==> src/rtl/ifu_prefetch_queue.sv <==
// Instruction fetch unit: owns the PC, issues one sequential fetch at a time and
// buffers returned instructions with their PCs in a small FIFO toward decode.
module ifu_prefetch_queue #(
    parameter int                XLEN     = 32,
    parameter int                DEPTH    = 4,
    parameter logic [XLEN-1:0]   RESET_PC = '0,
    parameter int                PC_STEP  = 4
) (
    input  logic                       clk,
    input  logic                       reset,
    input  logic                       pc_update,
    input  logic [XLEN-1:0]            pc_new,
    output logic                       mem_req_valid,
    input  logic                       mem_req_ready,
    output logic [XLEN-1:0]            mem_req_addr,
    input  logic                       mem_rsp_valid,
    input  logic [XLEN-1:0]            mem_rsp_data,
    output logic                       out_valid,
    input  logic                       out_ready,
    output logic [XLEN-1:0]            out_instr,
    output logic [XLEN-1:0]            out_pc,
    output logic [XLEN-1:0]            pc,
    output logic [$clog2(DEPTH):0]     count
);

    localparam int              AW         = $clog2(DEPTH);
    localparam int              CW         = AW + 1;
    localparam logic [XLEN-1:0] STEP       = XLEN'(PC_STEP);
    localparam logic [XLEN-1:0] ALIGN_MASK = ~(STEP - XLEN'(1));
    localparam logic [CW-1:0]   FULL       = CW'(DEPTH);

    typedef enum logic [1:0] {IDLE, REQ, WAIT, DROP} state_t;

    state_t          state;
    state_t          state_d;
    logic [XLEN-1:0] req_pc;
    logic [AW-1:0]   wr_ptr;
    logic [AW-1:0]   rd_ptr;
    logic [CW-1:0]   count_next;
    logic            push;
    logic            pop;
    logic [XLEN-1:0] instr_mem [DEPTH];
    logic [XLEN-1:0] pc_mem    [DEPTH];

    assign mem_req_valid = (state == REQ);
    assign mem_req_addr  = pc;
    assign out_valid     = (count != '0);
    assign out_instr     = instr_mem[rd_ptr];
    assign out_pc        = pc_mem[rd_ptr];

    // A redirect flushes the queue, so neither a push nor a pop may land in that cycle.
    always_comb begin
        push       = (state == WAIT) && mem_rsp_valid && !pc_update;
        pop        = out_valid && out_ready && !pc_update;
        count_next = count + CW'(push) - CW'(pop);
    end

    always_comb begin
        state_d = state;
        case (state)
            IDLE: if (count < FULL) state_d = REQ;
            REQ:  if (mem_req_ready) state_d = WAIT;
            WAIT: if (mem_rsp_valid) state_d = (count_next < FULL) ? REQ : IDLE;
            DROP: if (mem_rsp_valid) state_d = REQ;
            default: state_d = IDLE;
        endcase
        // An accepted-but-unanswered request must have its response swallowed in DROP.
        if (pc_update) begin
            case (state)
                IDLE:    state_d = REQ;
                REQ:     state_d = mem_req_ready ? DROP : REQ;
                WAIT:    state_d = mem_rsp_valid ? REQ : DROP;
                DROP:    state_d = mem_rsp_valid ? REQ : DROP;
                default: state_d = IDLE;
            endcase
        end
    end

    always_ff @(posedge clk or negedge reset) begin
        if (!reset) begin
            state  <= IDLE;
            pc     <= RESET_PC;
            req_pc <= RESET_PC;
            count  <= '0;
            wr_ptr <= '0;
            rd_ptr <= '0;
        end else begin
            state <= state_d;
            if (pc_update) begin
                pc     <= pc_new & ALIGN_MASK;
                count  <= '0;
                wr_ptr <= '0;
                rd_ptr <= '0;
            end else begin
                if (state == REQ && mem_req_ready) begin
                    req_pc <= pc;
                    pc     <= pc + STEP;
                end
                if (push) wr_ptr <= wr_ptr + AW'(1);
                if (pop)  rd_ptr <= rd_ptr + AW'(1);
                count <= count_next;
            end
        end
    end

    // Storage needs no reset; occupancy alone decides which entries are meaningful.
    always_ff @(posedge clk) begin
        if (push) begin
            instr_mem[wr_ptr] <= mem_rsp_data;
            pc_mem[wr_ptr]    <= req_pc;
        end
    end

endmodule

==> config.mk <==
export PLATFORM = sky130hd
export DESIGN_NAME = ifu_prefetch_queue
export DESIGN_NICKNAME = d
export VERILOG_FILES = /design/src/rtl/ifu_prefetch_queue.sv
export SDC_FILE = /design/constraint.sdc
export NUM_CORES = 1
export LEC_CHECK = 0
export ABC_AREA = 1
export BUFFER_PORTS_ARGS = -buffer_cell sky130_fd_sc_hd__buf_2
export CELL_PAD_IN_SITES_DETAIL_PLACEMENT = 1
export CELL_PAD_IN_SITES_GLOBAL_PLACEMENT = 1
export CORE_ASPECT_RATIO = 0.9
export CORE_MARGIN = 5
export CORE_UTILIZATION = 41
export CTS_CLUSTER_DIAMETER = 80
export DETAILED_ROUTE_END_ITERATION = 8
export PLACE_DENSITY_LB_ADDON = 0.12
export SKIP_LAST_GASP = 1
export SLEW_MARGIN = 25
export SYNTH_ARGS = -nofsm -noshare
export SYNTH_HDL_FRONTEND = slang
export SYNTH_SLANG_ARGS = --single-unit
==> constraint.sdc <==
create_clock -name clk -period 6.32 [get_ports clk]
set_input_delay 0.316 -clock clk [delete_from_list [all_inputs] [get_ports clk]]
set_output_delay 0.316 -clock clk [all_outputs]
set_load 0.005 [all_outputs]
==> impl_metrics.py <==
metrics = {
    "global_route": {
        "grt_max_degree": 89,
        "overflow": 0,
        "grt_usage_pct": 18.9,
        "grt_pass1_wl_um": 53700,
        "grt_pass1_vias": 9294,
        "antenna_found_initial": 0,
    },
    "cells_and_area": {
        "filler_cell_count": 3438,
        "synthToLayoutAreaGrowth_pct": 16.9,
        "fin_util_pct": 48.5,
        "final_common_cell": "edfxtp_1",
        "nets": 1385,
        "diodes": 0,
        "most-common-layout-cells": "edfxtp_1 (248), buf_2 (194), nor2_1 (192)",
        "drive_gt1_share_pct": 21.9,
    },
    "clock_tree": {
        "ctsHtreeMaxLevel": 2,
        "clk_pin_slew_worst_paths_ns": 0.07,
        "cts_sinks": 317,
        "cts_made_buffers": 35,
        "worstSkewPairLatency_ns": 0.51,
        "clock-root-buffer": "clkbuf_16",
        "cts_tree": "done",
        "clockBufferDepth": 3,
    },
    "routing": {
        "dr.first_iter.drc_count": 367,
        "num_vias": 9018,
        "drtPass1Iterations": 4,
        "drtAntennaViolNets": 0,
        "wl_per_cell_um": 19.6,
        "viasPerCell": 5.16,
        "drc": 0,
        "routed_wl_um": 34200,
    },
    "power": {
        "peakVddDrop_v": 0.000173,
        "p_total_w": 0.00601,
        "power.density_nw_per_um2": 387,
        "p_leak_nw": 6.13,
    },
    "yosys": {
        "synth-seq-area-share_pct": 69.2,
        "synthCells": 1151,
        "ys_seq_elements": 317,
        "avgSynthCellArea_um2": 11.5,
        "yosys_warnings": 0,
        "yosysUniqueCellTypes": 43,
        "syn-cell-area_um2": 13300,
        "synth_ff_type": "edfxtp_1",
        "synth_edf_count": 248,
        "synthArstFlopShare_pct": 21.8,
    },
    "setup_path": {
        "cp.arrival_ns": 3.16,
        "critPathMaxStageDelay_ns": 0.71,
        "end_kind": "output pin",
        "path_class": "flip-flop to output pin",
        "critPathRequiredTime_ns": 6.00,
        "path_max_fanout": 71,
        "worst_path_max_delay_cell": "buf_4",
        "path_cells": "clkinv_2 -> buf_4 -> o21ai_0 -> o22ai_1 -> buf_2",
        "start_kind": "flip-flop",
    },
    "die": {
        "fp.coreArea_um2": 32000,
        "die-area_um2": 36100,
        "die_h_um": 181,
        "boundaryPins": 203,
        "start_util_pct": 41.5,
        "rows": 62,
        "die_w_um": 200,
    },
    "place": {
        "portBuffers": 194,
        "gp_congestion": 0.789,
        "hpwl_um": 21200,
    },
    "sta": {
        "setup_violations": 0,
        "slew_viol_final": 0,
        "rsz0062_at_grt": "no",
        "worstMarginPinSlew_ns": 1.02,
        "finClkSkew_ns": 0.0108,
        "hold_viol_final": 0,
        "fin_hold_ws_ns": 0.0230,
        "finalCriticalPeriod_ns": 3.47,
        "finalCritPeriodShare_pct": 55.0,
        "finalSetupTns_ns": 0,
        "fmax_mhz": 288,
        "timing.slew.headroom_pct": 31.9,
    },
    "status": {
        "run_status": "complete, no violations",
    },
    "run": {
        "cap_violations": 0,
    },
    "worst_hold_path": {
        "hp-class": "primary input to flip-flop",
    },
}
-- what timing repair did --
action	CTS	global route
gates resized for setup	0	0
hold buffers	0	1
hold endpoints to repair	0	28
setup buffers	0	0
-- synthesized netlist by cell type, types with 8 or more instances --
library cell / number / area share, %
o22ai_1: 62 / 2.9
o21ai_0: 161 / 6.1
dfrtp_1: 69 / 13
nand3_1: 31 / 1.2
buf_2: 13 / 0.49
inv_1: 54 / 1.5
edfxtp_1: 248 / 56
clkbuf_1: 39 / 1.1
nand2_1: 153 / 4.3
xor2_1: 8 / 0.53
buf_4: 37 / 2.1
nor2_1: 196 / 5.5
-- final timing paths --
path,from,depth (start not counted),endpoint,slack (ns)
worst max-delay path,rd_ptr[0],5,out_pc[27],2.85
worst min-delay path,pc_new[7],3,mem_req_addr[7],0.02
worst max register to register,state[0],6,instr_mem[3][28],3.53
worst min register to register,req_pc[14],0,pc_mem[1][14],0.52
max in group asynchronous,reset,3,rd_ptr[0],5.33
min in group asynchronous,reset,3,mem_req_addr[4],0.43
-- metal layers --
| metal | wire [um] | track usage (%) |
|---|---|---|
| met2 | 16200 | 31.0 |
| met1 | 16000 | 27.2 |
| met3 | 1600 | 3.14 |
| met4 | 347 | 3.15 |
| met5 | 0 | 0 |
-- layout make-up --
cell class	instances	area (um2)	area share [%]
sequential	317	9180	59.2
tap	416	520	3.36
multi-input combinational	685	3380	21.8
timing repair buffer	205	1060	6.83
clock inverter	13	143	0.920
clock buffer	48	977	6.30
inverter	63	245	1.58
-- state kept, by name, indices dropped and copies added, names as in the netlist --
signal	cells
count	3
instr_mem	128
mem_req_addr	30
pc_mem	120
rd_ptr	2
req_pc	30
state	2
wr_ptr	2
-- cell families (layout without fill, tap and decap cells) --
kind of cell / count (synthesis) / in the layout / synth area share [%]
xor+xnor: 9 / 9 / 0.594
other cells: 1 / 6 / 0.0283
flops: 317 / 317 / 69.2
fa+ha+maj: 8 / 8 / 0.811
simple gates: 417 / 417 / 13.5
buf+inv: 154 / 329 / 5.70
compound gates: 245 / 245 / 10.2
-- metrics by stage --
stage	instances	area, um2	setup WS [ns]
final	1747	15500	2.85
after global routing	1747	15500	2.59
after CTS	1746	15500	2.77
after detailed placement	1685	14400	3.33
after global placement	1685	14400	3.34
after floorplan	1156	13300	2.39
-- power breakdown --
group	internal (W)	switching (W)
Sequential	0.00254	0.000283
Clock	0.00121	0.000782
Combinational	0.000430	0.000761
-- critical path, delay by kind of cell (launching register included) --
family | cells | cell delay (ns)
flops | 1 | 0.66
buf+inv | 3 | 1.46
compound gates | 2 | 0.49
Note: power is estimated with default switching activity, not from simulation.
